$ cat src/rtl/lf_pkg.sv
// Shared types for the carry-lookahead adder pipeline: operand width and the
// per-beat propagate/generate bundle handed from one prefix level to the next.
package lf_pkg;

  localparam int WIDTH = 32;

  typedef struct packed {
    logic [WIDTH-1:0] p;
    logic [WIDTH-1:0] g;
    logic [WIDTH-1:0] hsum;
    logic             cin;
  } pg_beat_t;

endpackage

$ cat src/rtl/pg_cell.sv
// One-bit propagate/generate cell. The FOLD instance (bit 0) absorbs the adder
// carry-in into its generate and reports no propagate.
module pg_cell #(
  parameter bit FOLD = 1'b0
) (
  input  logic a,
  input  logic b,
  input  logic cin,
  output logic p,
  output logic g,
  output logic h
);

  // Bit-level half-add terms with optional carry-in fold.
  always_comb begin
    h = a ^ b;
    if (FOLD) begin
      g = (a & b) | (h & cin);
      p = 1'b0;
    end else begin
      g = a & b;
      p = h;
    end
  end

endmodule

$ cat src/rtl/pg_stage.sv
// First adder stage: builds per-bit propagate/generate and buffers them behind a
// valid/ready interface with a main register and a one-entry skid register.
module pg_stage
  import lf_pkg::*;
#(
  parameter int WIDTH = lf_pkg::WIDTH
) (
  input  logic             clk,
  input  logic             rst,
  input  logic             in_valid,
  output logic             in_ready,
  input  logic [WIDTH-1:0] a,
  input  logic [WIDTH-1:0] b,
  input  logic             cin,
  output logic             out_valid,
  input  logic             out_ready,
  output logic [WIDTH-1:0] p_list,
  output logic [WIDTH-1:0] g_list,
  output logic [WIDTH-1:0] hsum,
  output logic             cin_q,
  output logic [15:0]      beat_cnt
);

  logic [WIDTH-1:0] p_s;
  logic [WIDTH-1:0] g_s;
  logic [WIDTH-1:0] h_s;
  pg_beat_t         beat_s;

  pg_beat_t    main_q, main_d;
  pg_beat_t    skid_q, skid_d;
  logic        main_valid_q, main_valid_d;
  logic        skid_valid_q, skid_valid_d;
  logic        in_ready_q, in_ready_d;
  logic [15:0] beat_cnt_q, beat_cnt_d;
  logic        in_hs_s;
  logic        out_hs_s;

  for (genvar i = 0; i < WIDTH; i++) begin : g_cell
    pg_cell #(.FOLD(i == 0)) u_cell (
      .a   (a[i]),
      .b   (b[i]),
      .cin ((i == 0) ? cin : 1'b0),
      .p   (p_s[i]),
      .g   (g_s[i]),
      .h   (h_s[i])
    );
  end

  // Pack the freshly computed terms into one beat.
  always_comb begin
    beat_s      = '0;
    beat_s.p    = p_s;
    beat_s.g    = g_s;
    beat_s.hsum = h_s;
    beat_s.cin  = cin;
  end

  // Next-state for main/skid buffers, ready flag and handshake counter.
  always_comb begin
    in_hs_s      = in_valid & in_ready_q;
    out_hs_s     = main_valid_q & out_ready;
    main_d       = main_q;
    skid_d       = skid_q;
    main_valid_d = main_valid_q;
    skid_valid_d = skid_valid_q;
    beat_cnt_d   = beat_cnt_q;
    in_ready_d   = in_ready_q;
    if (rst) begin
      main_d       = '0;
      skid_d       = '0;
      main_valid_d = 1'b0;
      skid_valid_d = 1'b0;
      beat_cnt_d   = 16'h0000;
      in_ready_d   = 1'b0;
    end else begin
      if (out_hs_s) begin
        beat_cnt_d = beat_cnt_q + 16'd1;
      end else begin
        beat_cnt_d = beat_cnt_q;
      end
      // in_ready_q is low while the skid holds data, so no input can race the refill.
      if (!main_valid_q || out_ready) begin
        if (skid_valid_q) begin
          main_d       = skid_q;
          main_valid_d = 1'b1;
          skid_valid_d = 1'b0;
        end else if (in_hs_s) begin
          main_d       = beat_s;
          main_valid_d = 1'b1;
        end else begin
          main_valid_d = 1'b0;
        end
      end else begin
        if (in_hs_s) begin
          skid_d       = beat_s;
          skid_valid_d = 1'b1;
        end else begin
          skid_valid_d = skid_valid_q;
        end
      end
      in_ready_d = !skid_valid_d;
    end
  end

  // State registers.
  always_ff @(posedge clk) begin
    main_q       <= main_d;
    skid_q       <= skid_d;
    main_valid_q <= main_valid_d;
    skid_valid_q <= skid_valid_d;
    beat_cnt_q   <= beat_cnt_d;
    in_ready_q   <= in_ready_d;
  end

  assign in_ready  = in_ready_q;
  assign out_valid = main_valid_q;
  assign p_list    = main_q.p;
  assign g_list    = main_q.g;
  assign hsum      = main_q.hsum;
  assign cin_q     = main_q.cin;
  assign beat_cnt  = beat_cnt_q;

endmodule

$ cat config.mk
export PLATFORM = sky130hd
export DESIGN_NAME = pg_stage
export DESIGN_NICKNAME = d
export VERILOG_FILES = /design/src/rtl/lf_pkg.sv /design/src/rtl/pg_cell.sv /design/src/rtl/pg_stage.sv
export SDC_FILE = /design/constraint.sdc
export NUM_CORES = 1
export LEC_CHECK = 0
export CAP_MARGIN = 20
export CORE_MARGIN = 2
export CORE_UTILIZATION = 47
export DETAILED_ROUTE_END_ITERATION = 10
export PLACE_DENSITY_LB_ADDON = 0.05
export SLEW_MARGIN = 25
export SYNTH_ARGS = -nofsm -noshare
export SYNTH_HDL_FRONTEND = slang
export SYNTH_HIERARCHICAL = 1
export SYNTH_SLANG_ARGS = --single-unit
$ cat constraint.sdc
create_clock -name clk -period 1.55 [get_ports clk]
set_input_delay 0.31 -clock clk [delete_from_list [all_inputs] [get_ports clk]]
set_output_delay 0.31 -clock clk [all_outputs]
set_load 0.1 [all_outputs]
==> impl_metrics.ini, run 1 <==
[logic_synthesis]
syn-num-nets = 1118
ys_warn_count = 6
netlist_area_mm2 = 0.00897
postSynthAreaPerCell_um2 = 8.83
synth_cells = 1016

[detailed_routing]
dr.pass1.iters = 5
vias_per_cell = 5.24
drc = 0
drtIter0Drc = 364
wl_per_cell_um = 15.3
drtAntennaViolNets = 0
vias = 7411
routed_wl_mm = 21.6

[finish]
final_layout_size_suffix_gt1_share_pct = 19.8
final_common_cell = nand2_1
nFillCells = 1459
antenna_cells = 0
area_growth_pct = 46.8
most-common-layout-cells = nand2_1, dfxtp_1, buf_12
final_nets = 1270

[setup_path]
cpMaxStageDelayCell = or4_1
cp_slowest_stage_delay_ns = 0.47
cp-endpoint = beat_cnt[14]
arrival_ns = 1.97
critPathTopFamily = simple AND/OR/NAND/NOR gates
path_cells = nand4_1 -> or3_4 -> or4_1 -> a21oi_1
cp-start-kind = register
reg2regPathDepth = 4
crit_start = beat_cnt[8]
path_depth = 4
r2r_start = beat_cnt[8]
path_buf_inv = 0
cp_data_required_time_ns = 1.97
worstSetupPathType = reg2reg
timing.reg2reg.setup_slack_ns = 0.002
endpoint_kind = register
r2r_end = beat_cnt[14]
worstPathMaxFanout = 5

[sta]
finalCritPeriodShare_pct = 99.8
finalSetupViolations = 0
slew_viol_final = 0
tns_ns = 0
finClkSkew_ns = 0.0100
post-route-min-period_ns = 1.55
hold_ws_ns = 0.191
rsz0062_at_grt = yes
finalHoldViolations = 0
clock.fmax_mhz = 646

[floorplanning]
num_rows = 50
io_pins = 184
core_mm2 = 0.0187
die_x_um = 142
die_h_um = 142
start_util_pct = 47.9
die_area_mm2 = 0.0202

[outcome]
outcome = finished, final reports clean

[cts]
cts_tree = built
cts.sinks = 213
path_clk_slew_ns = 0.06
clockBufferDepth = 3
hold_buffers = 0
clock_latency_ns = 0.50
ctsRootBufferMaster = clkbuf_16
cts_buffers = 23
htree_num_levels = 1

[grt]
antenna_found_initial = 0
grt_usage_pct = 20.7
grt_pass1_wl_mm = 34.5
gr-total-overflow = 0
grt_max_degree = 75
grt_pass1_vias = 7008

[power]
p_leak_nw = 4.65
vdd.ir_drop.worst_mv = 0.654
powerDensity_mw_per_mm2 = 1090
total_power_mw = 14.4

[placement]
place_congestion = 0.747
post-dp-hpwl_mm = 14.6
port_buffers = 183

[flow_run]
drv_cap = 0

[hold_path]
hold_path.class = in2reg
## area by class of cell
type	count	area [µm²]	area share, %
well taps	234	293	2.22
clock buffers	34	687	5.22
clock inverters	3	15.0	0.114
inverters	5	18.8	0.143
flip-flops and latches	213	4320	32.8
multi-input cells	688	4200	31.9
repair buffers	237	3630	27.6
## routing by layer
| layer | global-route usage [%] | routed length [µm] |
|---|---|---|
| met1 | 28.0 | 10000 |
| met2 | 34.2 | 10000 |
| met3 | 3.94 | 1090 |
| met4 | 5.16 | 434 |
| met5 | 0 | 0 |
## through the flow
step           setup WS [ns]  area (µm²)  std cells  util [%]
3_5_place_dp          -0.523       12400       1375      66.4
6_report             0.00243       13200       1414      70.4
3_3_place_gp          -0.462       12400       1375      66.4
4_1_cts            0.0000446       13100       1412      70.2
2_1_floorplan         -0.287        9100       1016         -
5_1_grt              -0.0769       13200       1414      70.4
## where the power goes
part           switching, mW  leakage, nW  internal [mW]  total, mW
Combinational           2.09         2.55           1.26       3.35
Sequential             0.228         1.75           5.67       5.90
Clock                   2.08        0.350           3.03       5.11
## worst min-delay path by stage
| stage | from | endpoint | depth (start not counted) |
|---|---|---|---|
| 6_report | rst | beat_cnt[9] | 2 |
| 5_1_grt | rst | beat_cnt[9] | 2 |
| 4_1_cts | rst | beat_cnt[4] | 2 |
| 3_5_place_dp | skid_q[75] | skid_q[75] | 2 |
| 3_3_place_gp | skid_q[89] | skid_q[89] | 2 |
| 2_1_floorplan | skid_q[0] | skid_q[0] | 2 |
## registers in the layout (all words and copies together) (netlist names)
name and count:
p_list 32, beat_cnt 16, in_ready 1, out_valid 1
cin_q 1, skid_valid_q 1, hsum 32, skid_q 97
g_list 32
## what timing repair did
action	in CTS	in global routing
resized for setup	3	1
pin swaps	1	2
gates cloned	0	1
setup buffers	0	1
setup endpoints to repair	5	8
Note: power is estimated with default switching activity, not from simulation.
==> run 2: changes to the inputs <==
CORE_UTILIZATION = 43   (was 47)
PLACE_DENSITY = 0.76   (was not set)
PLACE_DENSITY_LB_ADDON = not set   (was 0.05)
SETUP_SLACK_MARGIN = 0.3   (was not set)
SYNTH_HIERARCHICAL = not set   (was 1)
==> impl_metrics.ini, run 2 <==
[outcome]
outcome = complete, but fails checks
violations = negative setup slack

[setup_path]
worstSetupPathType = reg2reg
cp-endpoint = hsum[9]
r2r_start = out_valid
path_cells = nor2b_4 -> nor2_4 -> buf_8 -> buf_6 -> buf_12 -> nor2_1 -> a211oi_1
endpoint_kind = register
cp_data_required_time_ns = 1.85
cp_slowest_stage_delay_ns = 0.38
cpMaxStageDelayCell = dfxtp_4
timing.reg2reg.setup_slack_ns = -0.09
crit_start = out_valid
arrival_ns = 1.94
reg2regPathDepth = 7
worstPathMaxFanout = 9
cp-start-kind = register
r2r_end = hsum[9]

[logic_synthesis]
postSynthAreaPerCell_um2 = 8.87
synth_cell_types = 27
synth_cells = 734
synth_edf_count = 0
syn-num-nets = 836
async_reset_ff_share_pct = 0
yosys.area.top_type_share_pct = 45.8
seq_area_frac_synth_pct = 45.8
synth_ff_type = dfxtp_1
ys_warn_count = 0
synth_top_area_cell = dfxtp_1
netlist_area_mm2 = 0.00651
synth-seq-cells = 149
netlist_top_cells_area = dfxtp_1, mux2i_1, nand2_1
synthTopCellsByCount = dfxtp_1, nand2_1, nor2_1
yosysMostFrequentCell = dfxtp_1

[grt]
gr-total-overflow = 0
grt_max_degree = 87
antenna_found_initial = 0
grt_use_met3_pct = 5.82
grt_usage_pct = 28.1
grt_pass1_vias = 6746
grt_pass1_wl_mm = 35.7
met2_usage_pct = 50.5
grt_use_met1_pct = 32.5
busiest_layer = met2

[hold_path]
hold_path.class = in2reg

[floorplanning]
die_area_mm2 = 0.0161
start_util_pct = 44.5
core_mm2 = 0.0146
die_h_um = 127
num_rows = 44
die_x_um = 127
io_pins = 184

[cts]
hold_buffers = 0
cts_buffers = 17
path_clk_slew_ns = 0.06
htree_num_levels = 4
cts.sinks = 149
clockBufferDepth = 2
ctsRootBufferMaster = clkbuf_16
clock_latency_ns = 0.43
cts_tree = built

[detailed_routing]
drc = 0
routed_wl_mm = 30.9
drtIter0Drc = 737
vias = 7152
vias_per_cell = 5.96
drtAntennaViolNets = 0
wl_per_cell_um = 25.7
dr.pass1.iters = 7

[sta]
rsz0062_at_grt = yes
finalCritPeriodShare_pct = 106
slew_headroom_pct = 58.1
fin_ws_ns = -0.0919
clock.fmax_mhz = 609
finalSetupViolations = 24
post-route-min-period_ns = 1.64
slew_viol_final = 0
worst_slew_pin_slew_ns = 0.629
finClkSkew_ns = 0.00861
finalHoldViolations = 0
tns_ns = -0.616

[finish]
final_layout_size_suffix_gt1_share_pct = 59.7
final_nets = 1106
most-common-layout-cells = buf_12, buf_4, nand2_1
final_common_cell = buf_12
largest-register = skid_q
nFillCells = 444
antenna_cells = 0
largest_register_ffs = 65
area_growth_pct = 106
final_util_pct = 91.7

[power]
vdd.ir_drop.worst_mv = 1.27
p_leak_nw = 5.39
powerDensity_mw_per_mm2 = 905

[placement]
post-dp-hpwl_mm = 13.1
port_buffers = 182
place_congestion = 0.910

[flow_run]
drv_cap = 0
==> run 2: how the worst min path moves through the flow <==
stage          startpoint            to  slack (ns)  cells after the start
2_1_floorplan   skid_q[0]     skid_q[0]        0.44                      2
3_3_place_gp   skid_q[50]    skid_q[50]        0.44                      2
3_5_place_dp   skid_q[50]    skid_q[50]        0.45                      2
4_1_cts               rst  beat_cnt[13]        0.14                      2
5_1_grt               rst  beat_cnt[13]        0.15                      2
6_report              rst  beat_cnt[13]        0.15                      2
==> run 2: power by group <==
part	switching [mW]	internal [mW]
registers	0.240	3.94
logic	2.35	1.59
clock network	1.70	2.32
total	4.29	7.85
==> run 2: timing repair <==
action | in CTS | in global routing
cloned | 12 | 11
resized for setup | 105 | 214
endpoints found under the hold margin | 0 | 0
buffers inserted | 54 | 44
pin swaps | 37 | 119
setup endpoints to repair | 253 | 255
==> run 2: kinds of logic after synthesis <==
logic type | share of synthesized area [%]
other | 0.0576
and+or+nand+nor | 15.1
AOI/OAI and AO/OA | 13.3
xor gates and xnor gates | 1.48
muxes | 10.3
buffers and inverters | 7.61
DFF | 45.8
adders and majority gates | 6.34
==> run 2: area by class of cell <==
cell class	count	area [µm²]	share of cell area, %
clock inverters	3	16.3	0.121
multi-input cells	497	4420	32.9
flip-flops and latches	149	3250	24.2
repair buffers	335	4970	37.0
inverters	4	15.0	0.112
well taps	184	230	1.71
clock buffers	29	532	3.96
==> run 2: critical path, delay by kind of cell, from the launching register on <==
kind / cells / cell delay (ns)
buf+inv: 3 / 0.44
flops: 1 / 0.38
simple gates: 3 / 0.38
compound gates: 1 / 0.30
==> run 2: routing by layer <==
metal,part of all wire (%),up-vias
li1,-,3046
met1,36,3508
met2,51,448
met3,6.2,150
met4,6.4,0
met5,0,-
==> run 2: per-stage QoR <==
stage	hold slack [ns]	setup slack [ns]	instance area [µm²]	power (mW)	instances
floorplan	0.436	-0.0166	7400	6.29	734
global placement	0.441	-0.273	10300	7.39	1048
detailed placement	0.448	-0.426	10300	7.44	1048
CTS	0.139	0.120	12000	11.5	1146
global route	0.150	-0.109	13400	12.4	1201
finish	0.149	-0.0919	13400	12.1	1201
